## config.mk

```make
export PLATFORM = sky130hd
export DESIGN_NAME = bkm_control_sequencer
export DESIGN_NICKNAME = d
export VERILOG_FILES = /design/src/rtl/bkm_control_sequencer.sv
export SDC_FILE = /design/constraint.sdc
export NUM_CORES = 1
export LEC_CHECK = 0
export BUFFER_PORTS_ARGS = -buffer_cell sky130_fd_sc_hd__clkbuf_2
export CORE_AREA = 2 2 208 210
export CTS_BUF_LIST = sky130_fd_sc_hd__clkbuf_8
export CTS_CLUSTER_SIZE = 14
export DETAILED_ROUTE_END_ITERATION = 12
export DIE_AREA = 0 0 210 212
export GPL_TIMING_DRIVEN = 0
export HOLD_SLACK_MARGIN = 0.12
export PLACE_DENSITY = 0.64
export SLEW_MARGIN = 20
export SYNTH_ARGS = -nofsm -noshare
export SYNTH_HDL_FRONTEND = slang
export SYNTH_SLANG_ARGS = --single-unit
```

## constraint.sdc

```tcl
create_clock -name clk -period 9.6 [get_ports clk]
set_input_delay 1.92 -clock clk [delete_from_list [all_inputs] [get_ports clk]]
set_output_delay 1.92 -clock clk [all_outputs]
set_load 0.01 [all_outputs]
```

## src/rtl/bkm_control_sequencer.sv

```systemverilog
// Iteration sequencer for the BKM step datapath: loads (u_0, v_0), loops the registered step
// outputs back for N_ITER steps, and presents the final pair on a valid/ready handshake.
// Optional macro BKM_SEQ_EARLY_EXIT_EN: finish early once the step reaches a fixed point.
module bkm_control_sequencer #(
  parameter int unsigned W      = 64,
  parameter int unsigned N_ITER = 32,
  parameter int unsigned CNT_W  = 6
) (
  input  logic             clk,
  input  logic             arst,
  input  logic             enable,
  input  logic             abort,
  input  logic             start,
  input  logic [W-1:0]     u_0,
  input  logic [W-1:0]     v_0,
  output logic [W-1:0]     cs_u_n,
  output logic [W-1:0]     cs_v_n,
  output logic [CNT_W-1:0] cs_n,
  input  logic [W-1:0]     cs_u_np1,
  input  logic [W-1:0]     cs_v_np1,
  output logic             busy,
  output logic             out_valid,
  input  logic             out_ready,
  output logic [W-1:0]     u_fin,
  output logic [W-1:0]     v_fin,
  output logic [CNT_W:0]   iter_cnt
);

  typedef enum logic [1:0] {StIdle, StIter, StDone} state_e;

  localparam logic [CNT_W-1:0] LP_LAST      = CNT_W'(N_ITER - 1);
  localparam logic [CNT_W-1:0] LP_CNT_MAX   = {CNT_W{1'b1}};
  localparam logic [CNT_W:0]   LP_ITER_CNT  = (CNT_W + 1)'(N_ITER);

  state_e           r_state;
  logic [W-1:0]     r_cs_u_n;
  logic [W-1:0]     r_cs_v_n;
  logic [CNT_W-1:0] r_cs_n;
  logic             r_busy;
  logic             r_out_valid;
  logic [W-1:0]     r_u_fin;
  logic [W-1:0]     r_v_fin;
  logic [CNT_W:0]   r_iter_cnt;

  logic             w_last;
  logic             w_fixed;
  logic             w_exit;
  logic [CNT_W-1:0] w_cs_n_inc;
  logic [CNT_W:0]   w_fin_cnt;

  assign w_last = (r_cs_n == LP_LAST);

`ifdef BKM_SEQ_EARLY_EXIT_EN
  assign w_fixed   = (cs_u_np1 == r_cs_u_n) && (cs_v_np1 == r_cs_v_n);
  assign w_fin_cnt = {1'b0, r_cs_n} + (CNT_W + 1)'(1);
`else
  assign w_fixed   = 1'b0;
  assign w_fin_cnt = LP_ITER_CNT;
`endif

  assign w_exit = w_last || w_fixed;

  // Saturate so the index never wraps when N_ITER == 2**CNT_W.
  assign w_cs_n_inc = (r_cs_n == LP_CNT_MAX) ? r_cs_n : r_cs_n + CNT_W'(1);

  always_ff @(posedge clk or posedge arst) begin
    if (arst) begin
      r_state     <= StIdle;
      r_cs_u_n    <= '0;
      r_cs_v_n    <= '0;
      r_cs_n      <= '0;
      r_busy      <= 1'b0;
      r_out_valid <= 1'b0;
      r_u_fin     <= '0;
      r_v_fin     <= '0;
      r_iter_cnt  <= '0;
    end else if (enable) begin
      if (abort) begin
        // Results from a previous operation stay visible on u_fin/v_fin/iter_cnt.
        r_state     <= StIdle;
        r_busy      <= 1'b0;
        r_out_valid <= 1'b0;
        r_cs_n      <= '0;
      end else begin
        unique case (r_state)
          StIdle: begin
            if (start) begin
              r_cs_u_n <= u_0;
              r_cs_v_n <= v_0;
              r_cs_n   <= '0;
              r_busy   <= 1'b1;
              r_state  <= StIter;
            end
          end
          StIter: begin
            r_cs_u_n <= cs_u_np1;
            r_cs_v_n <= cs_v_np1;
            r_cs_n   <= w_cs_n_inc;
            if (w_exit) begin
              r_u_fin     <= cs_u_np1;
              r_v_fin     <= cs_v_np1;
              r_iter_cnt  <= w_fin_cnt;
              r_busy      <= 1'b0;
              r_out_valid <= 1'b1;
              r_state     <= StDone;
            end
          end
          StDone: begin
            if (out_ready) begin
              r_out_valid <= 1'b0;
              if (start) begin
                r_cs_u_n <= u_0;
                r_cs_v_n <= v_0;
                r_cs_n   <= '0;
                r_busy   <= 1'b1;
                r_state  <= StIter;
              end else begin
                r_state  <= StIdle;
              end
            end
          end
          default: begin
            r_state     <= StIdle;
            r_busy      <= 1'b0;
            r_out_valid <= 1'b0;
          end
        endcase
      end
    end
  end

  assign cs_u_n    = r_cs_u_n;
  assign cs_v_n    = r_cs_v_n;
  assign cs_n      = r_cs_n;
  assign busy      = r_busy;
  assign out_valid = r_out_valid;
  assign u_fin     = r_u_fin;
  assign v_fin     = r_v_fin;
  assign iter_cnt  = r_iter_cnt;

endmodule

```

=== Word level (Yosys, flattened, before mapping) ===
Index checks and enable logic that the tools add are counted.

* Add/subtract/negate cells: 1
* Eq/ne operators: 10
* Muxes and demuxes: 26
* Bitwise gates (word level): 1
* Reductions and logical operators: 9

{| class="wikitable"
|+ Operator list
! kind !! count
|-
| $pmux 64 s3 || 2
|-
| $mux 64 || 4
|-
| $mux 6 || 4
|-
| $reduce_and 4->1 || 5
|-
| $pmux 6 s3 || 1
|-
| $ne 3x3->1 const B || 4
|-
| $mux 1 || 8
|-
| $mux 2 || 4
|-
| $add 6x1->6 const B || 1
|-
| $eq 6x5->1 const B || 1
|-
| $eq 6x6->1 const B || 1
|-
| $pmux 1 s3 || 2
|-
| $pmux 2 s3 || 1
|-
| $ne 2x2->1 const B || 2
|-
| $reduce_bool 4->1 || 1
|-
| $reduce_and 3->1 || 1
|-
| $reduce_bool 3->1 || 1
|-
| $eq 2x1->1 const B || 1
|-
| $eq 2x2->1 const B || 1
|-
| $logic_not 2->1 || 1
|-
| $not 1->1 || 1
|}

* Register bits after elaboration: 267
* Input bits: 262
* Output and inout port bits: 271
* Logic and storage cells: 56

=== Logic depth before layout (Yosys ltp) ===
Gate-level depths: netlist of run 1.

* Depth in word-level cells: 4
* Mapped depth: 10
* Depth with buffers taken out: 6

=== Least setup slack after synthesis of run 1 ===
OpenSTA, ideal clock, no wires.

* Path type: input to register
* Start point: input port abort
* End point: register r_cs_n[3] (netlist: cs_n[3])
* Library setup time: 0.135 ns
* Arrival time: 3.072 ns
* Required time: 9.465 ns
* Slack: 6.393 ns
* Stages: 6
* Buffers on the path: 2
* Cells stage by stage: buf_2 -> or3b_2 -> o211a_1 -> clkbuf_1 -> a41oi_1 -> a21oi_1

* Longest elaborated chain between the ends: 2
* Elaborated cells between the ends (all ways): 5
* Classes of those cells: eq/ne (2); mux (1); reduce/logical (2)

{| class="wikitable"
|+ Ends and longest elaborated chain
! item !! line !! RTL
|-
| from (decl) || 12 || <nowiki>input logic abort,</nowiki>
|-
| $ne 3x3->1 (no line) or $reduce_bool 4->1 (tied branches) || -- ||
|-
| $reduce_and 4->1 (no line) || -- ||
|-
| to (signal assigned) || 98 || <nowiki>r_cs_n <= w_cs_n_inc;</nowiki>
|-
| to (decl) || 38 || <nowiki>logic [CNT_W-1:0] r_cs_n;</nowiki>
|}

Parallel ways exist; a longest one is shown, timed or not.
A chain may end at the register's enable or synchronous reset.

=== Worst setup path after layout of run 1 ===
* Start point: input port start
* End point: register r_cs_u_n[41] (netlist: cs_u_n[41])

* Longest elaborated chain between the ends: 3

{| class="wikitable"
|+ Ends and longest elaborated chain
! item !! line !! RTL
|-
| from (decl) || 13 || <nowiki>input logic start,</nowiki>
|-
| $mux 64 (*) || -- ||
|-
| $mux 64 || -- ||
|-
| $pmux 64 s3 (*) || -- ||
|-
| to (signal assigned) || 88 || <nowiki>r_cs_u_n <= u_0;</nowiki>
|-
| to (signal assigned) || 96 || <nowiki>r_cs_u_n <= cs_u_np1;</nowiki>
|-
| to (signal assigned) || 112 || <nowiki>r_cs_u_n <= u_0;</nowiki>
|-
| to (decl) || 36 || <nowiki>logic [W-1:0] r_cs_u_n;</nowiki>
|}

Every way passes the cells marked *; elsewhere a longest branch is shown, timed or not. The select of a mux whose other input is x is not followed.

==> reports/metrics.yaml, run 1 <==
yosys:
  avgSynthCellArea_sq_um: 13.02
  ys_seq_area_share_pct: 56.76
  synth_area_leaders: "dfrtp_1, mux2_4, mux2i_1, o21ai_0, nand2_1"
  yosysTopAreaCellShare_pct: 56.76
  ys_ff_latch: 267
  synth_top_area_cell: "dfrtp_1"
  synth_area_sq_mm: 0.01177
  synthCells: 904
  yosys_warnings: 0
  yosysUniqueCellTypes: 40
drt:
  drtAntennaViolNets: 0
  wirelength_um: 38500
  drt_iter0_drc: 570
  vias_per_cell: 4.526
  num_vias: 9320
  drt_first_pass_iters: 4
  drc: 0
  wire_per_inst_um: 18.70
placed_design:
  portBuffers: 525
  dpl_worst_slack_ns: 5.590
  gp_congestion: 0.8579
  dp_hpwl_um: 29370
grt:
  grt_pass1_wl_um: 57540
  antenna_found_initial: 1
  grt_max_degree: 103
  grt_pass1_vias: 9902
  grt_use_total_pct: 16.86
  grt.overflow.total: 0
timing:
  setup_tns_ns: 0
  skew_ns: 0.01768
  fin_ws_ns: 6.307
  fin_crit_ns: 3.293
  grt_setup_unrepaired: "false"
  max_freq_mhz: 303.7
  holdWs_ns: 0.4739
  slew_viol_final: 0
  fin_crit_sh_pct: 34.30
  slew_headroom_pct: 40.49
  tightestPinTransition_ns: 0.8926
  setup_viol: 0
  hold_viol: 0
worst_setup_path:
  r2r-start: "r_state[1]"
  worstSetupEndpoint: "cs_u_n[41]"
  rr_worst_depth: 9
  path_class: "in2reg"
  reg2reg_slack_ns: 6.96
  start_kind: "input pin"
  critPathCaptureType: "flop"
  critPathLaunch: "start"
  worst-path-max-fanout: 11
  rr_endpoint: "cs_u_n[41]"
  worst_ep_arrival_time_ns: 3.77
  worstPathRequired_ns: 10.08
clocking:
  cts_setup_buffers: 0
  cts-root-buf: "clkbuf_8"
  clk_latency_ns: 0.59
  clkSinkCount: 267
  cts_resized: 0
  path_clk_slew_ns: 0.06
  htreeDepth: 2
  cts_tree: "built"
  cts_made_buffers: 46
  clockBufferDepth: 3
  holdBufCountCts: 0
cells_and_area:
  nets: 1751
  syn2layout_area_growth_pct: 36.54
  drive_above_1_share_pct: 50.83
  n_fill_cell: 4182
power:
  power.density_mw_per_mm2: 225.4
  leakage_nw: 8.999
  ir_drop_mv: 0.1032
  total_power_mw: 3.622
floorplanning:
  die_w_um: 210
  core_area_sq_mm: 0.04251
  dieArea_sq_mm: 0.04452
  start_util_pct: 27.69
  num_rows: 76
  die_h_um: 212
  io-pin-count: 533
worst_hold_path:
  hold_class: "reg2reg"
run:
  maxCapViolations: 0
run_status:
  outcome: "complete, no violations"
[worst max-delay path, stage by stage]
cell and delay, ns:
clkbuf_2 0.13, o2111ai_1 0.37, buf_2 0.45, buf_4 0.36
buf_2 0.34, nand2_1 0.09, o21ai_0 0.09
[cell usage in the layout (no fill, tap or decap), types with 2 or more instances in the layout]
cell type,Yosys,routed
clkbuf_2,0,526
dfrtp_1,267,267
mux2i_1,129,129
nand2_1,129,129
o21ai_0,126,126
mux2_4,109,109
clkbuf_8,0,62
clkbuf_1,23,22
mux2_2,20,20
inv_1,6,17
buf_2,16,16
buf_6,14,14
buf_4,12,12
a21oi_1,6,6
conb_1,1,6
o21ai_1,5,5
ha_1,5,5
nand2b_1,4,4
nor2b_1,3,3
diode_2,0,2
and4_1,2,2
nand3_1,2,2
o22ai_1,2,2
a41oi_1,2,2
or2_2,2,2
o2bb2ai_1,2,2
buf_16,0,2
[stage by stage]
step	cells	instance area (sq um)	utilization [%]
final	2059	16070	37.81
after global routing	2057	16070	37.80
after CTS	2057	16070	37.80
after detailed placement	1982	15160	35.68
after global placement	1980	15100	35.53
after floorplan	909	11790	-
[kinds of logic (layout without fill, tap and decap cells)]
| logic type | Yosys count | count (layout) | share of synthesized area [%] |
|---|---|---|---|
| DFF | 267 | 267 | 56.76 |
| muxes | 258 | 258 | 26.79 |
| AOI/OAI and AO/OA | 153 | 153 | 6.920 |
| and+or+nand+nor | 149 | 149 | 5.261 |
| buffers and inverters | 71 | 673 | 3.710 |
| adders and majority gates | 5 | 5 | 0.5315 |
| other | 1 | 8 | 0.03186 |
[registers in the layout, summed over array words and instances (netlist names)]
name       count
cs_u_n        64
cs_v_n        64
u_fin         64
v_fin         64
cs_n           6
r_state        2
busy           1
iter_cnt       1
out_valid      1
[Yosys cell counts]
master	instances
and2b_1	1
nand2b_1	4
mux2_2	20
buf_2	16
nor2b_1	3
inv_1	6
nand2_1	129
o22ai_1	2
and4_1	2
a21oi_1	6
or2_2	2
o22a_1	1
o21bai_1	1
conb_1	1
or3b_2	1
mux2_4	109
buf_6	14
nand3_1	2
nor2_1	1
a22oi_1	1
nor3_1	1
buf_4	12
o2111ai_1	1
a22o_1	1
and4b_1	1
a21o_1	1
o21ai_0	126
dfrtp_1	267
clkbuf_1	23
nand4_1	1
nand3_2	1
o21ai_1	5
a41oi_1	2
o21a_1	1
a31o_2	1
o2bb2ai_1	2
mux2i_1	129
o211a_1	1
a31oi_1	1
ha_1	5
[power breakdown]
part	leakage, nW	total, mW	internal [mW]	switching, mW
sequential	3.53	1.49	1.36	0.138
clock	0.514	1.03	0.567	0.461
combinational	4.96	1.10	0.453	0.647
[area by class of cell]
type	count	area, sq um	area share (%)
plain buffers	65	415.4	2.584
diodes	2	5.005	0.03114
clock buffers	62	853.3	5.309
well taps	546	683.2	4.250
clock inverters	13	50.05	0.3114
repair buffers	527	2683	16.69
flip-flops and latches	267	6681	41.57
inverters	6	30.03	0.1868
multi-input cells	571	4672	29.07
[metal layers]
metal	share of wire, %	GRT usage, %	vias to the layer above
li1	-	-	4312
met1	40	19.46	4529
met2	48	29.03	396
met3	7.9	5.258	81
met4	3.5	7.092	2
met5	0.034	0	-
[worst min path at each step]
stage	startpoint	end	slack (ns)	cells after the start
after floorplan	iter_cnt[5]	iter_cnt[5]	0.50	1
after global placement	iter_cnt[5]	iter_cnt[5]	0.45	1
after detailed placement	iter_cnt[5]	iter_cnt[5]	0.46	1
after CTS	iter_cnt[5]	iter_cnt[5]	0.48	1
after global routing	cs_u_n[59]	cs_u_n[59]	0.50	2
final	iter_cnt[5]	iter_cnt[5]	0.47	1
No activity file was read; power rests on OpenSTA's default activity.
==> inputs of run 2 (changes only) <==
PLACE_DENSITY = 0.62   (was 0.64)
clock period = 3.1 ns   (was 9.6 ns; I/O delays follow)
==> reports/metrics.yaml, run 2 (synthesis gave the netlist of run 1 again) <==
worst_setup_path:
  reg2reg_slack_ns: 0.37
  worstPathRequired_ns: 3.58
  start_kind: "flop"
  critPathLaunch: "r_state[1]"
  worst_ep_arrival_time_ns: 3.20
  path_class: "reg2reg"
  r2r-start: "r_state[1]"
  worst-path-max-fanout: 12
  critPathCaptureType: "flop"
clocking:
  clk_latency_ns: 0.59
  cts_made_buffers: 48
  clkSinkCount: 267
  path_clk_slew_ns: 0.06
  clockBufferDepth: 3
  cts_resized: 0
  cts_tree: "built"
  htreeDepth: 2
  cts-root-buf: "clkbuf_8"
run:
  maxCapViolations: 0
floorplanning:
  num_rows: 76
  start_util_pct: 27.69
  dieArea_sq_mm: 0.04452
  core_area_sq_mm: 0.04251
  io-pin-count: 533
  die_w_um: 210
  die_h_um: 212
timing:
  setup_viol: 0
  setup_tns_ns: 0
  slew_headroom_pct: 26.66
  fin_crit_ns: 2.727
  skew_ns: 0.01862
  grt_setup_unrepaired: "false"
  hold_viol: 0
  max_freq_mhz: 366.8
  slew_viol_final: 0
  tightestPinTransition_ns: 1.100
  fin_crit_sh_pct: 87.96
placed_design:
  dp_hpwl_um: 30210
  portBuffers: 525
  gp_congestion: 0.8318
grt:
  antenna_found_initial: 1
  grt_pass1_wl_um: 58770
  grt_max_degree: 34
  grt.overflow.total: 0
  grt_pass1_vias: 10030
  grt_use_total_pct: 17.33
cells_and_area:
  multi_input_area_sq_mm: 0.004672
  syn2layout_area_growth_pct: 38.74
  layout_commonest_cell: "clkbuf_2"
  nets: 1761
  layout_common_cells: "clkbuf_2, dfrtp_1, mux2i_1, nand2_1, o21ai_0"
  fin_util_pct: 38.42
  n_fill_cell: 4207
  drive_above_1_share_pct: 51.11
  ff_latch_area_sq_mm: 0.006681
worst_hold_path:
  hold_class: "in2reg"
  hp-start: "cs_u_np1[23]"
drt:
  drt_iter0_drc: 494
  vias_per_cell: 4.508
  drc: 0
  num_vias: 9368
  wirelength_um: 39210
  drtAntennaViolNets: 0
  drt_first_pass_iters: 4
  wire_per_inst_um: 18.87
power:
  ir_drop_mv: 0.3510
  total_power_mw: 11.55
  leakage_nw: 9.126
  power.density_mw_per_mm2: 707.2
run_status:
  outcome: "complete, no violations"
run 2: changes by cell type in the layout (fill, tap and decap cells not counted):
cell	previous run	this run
clkinv_2	1	3
dlygate4sd3_1	0	1
bufinv_16	0	1
clkbuf_1	22	23
clkbuf_8	62	66
inv_8	1	0
clkinvlp_4	0	2
inv_1	17	20
buf_12	0	7
clkbuf_2	526	525
run 2: area by class of cell:
class,count,area share [%]
Antenna cell,2,0.03064
Tap cell,546,4.183
Multi-Input combinational cell,571,28.61
Buffer,65,2.536
Inverter,6,0.1609
Clock inverter,20,0.6665
Timing Repair Buffer,535,17.34
Clock buffer,66,5.562
Sequential cell,267,40.91
run 2: metrics by stage:
step	instance area [sq um]	hold WS (ns)	setup WS, ns	cells
after detailed placement	15300	0.4542	0.2368	1989
after floorplan	11790	0.5041	-1.045	909
after global placement	15100	0.4502	-2.791	1980
after CTS	16330	0.1996	0.1910	2076
after global routing	16330	0.2178	0.07048	2076
final	16330	0.2788	0.3734	2078
run 2: repair_timing:
| action | CTS | global route |
|---|---|---|
| buffers inserted | 0 | 0 |
| endpoints found under the hold margin | 26 | 0 |
| hold buffers | 1 | 0 |
run 2: metal layers:
metal / wire length (um) / vias to the layer above / track usage [%]
met3: 3031 / 63 / 5.377
met5: 0 / - / 0
met2: 19220 / 382 / 29.88
met4: 1166 / 0 / 6.872
met1: 15790 / 4597 / 20.12
li1: - / 4326 / -
run 2: worst max-delay path, stage by stage (launching register included):
cell and delay [ns]:
dfrtp_1 0.40, inv_1 0.08, ha_1 0.17, buf_2 0.16, o2111ai_1 0.43, buf_2 0.46, buf_4 0.34, buf_6 0.20
buf_4 0.21, nand2_1 0.06, o21ai_0 0.09
run 2: worst paths after layout:
check | end | cells after the start
min in group asynchronous | cs_v_n[48] | 3
hold reg to reg | iter_cnt[5] | 1
setup / recovery | cs_v_n[36] | 10
hold / removal | u_fin[23] | 2
max in group asynchronous | cs_u_n[58] | 7
setup reg to reg | cs_v_n[36] | 10
run 2: power by group:
group | internal [mW] | switching, mW | leakage (nW)
Clock | 1.97 | 1.52 | 0.580
Sequential | 4.20 | 0.419 | 3.53
Combinational | 1.42 | 2.02 | 5.02
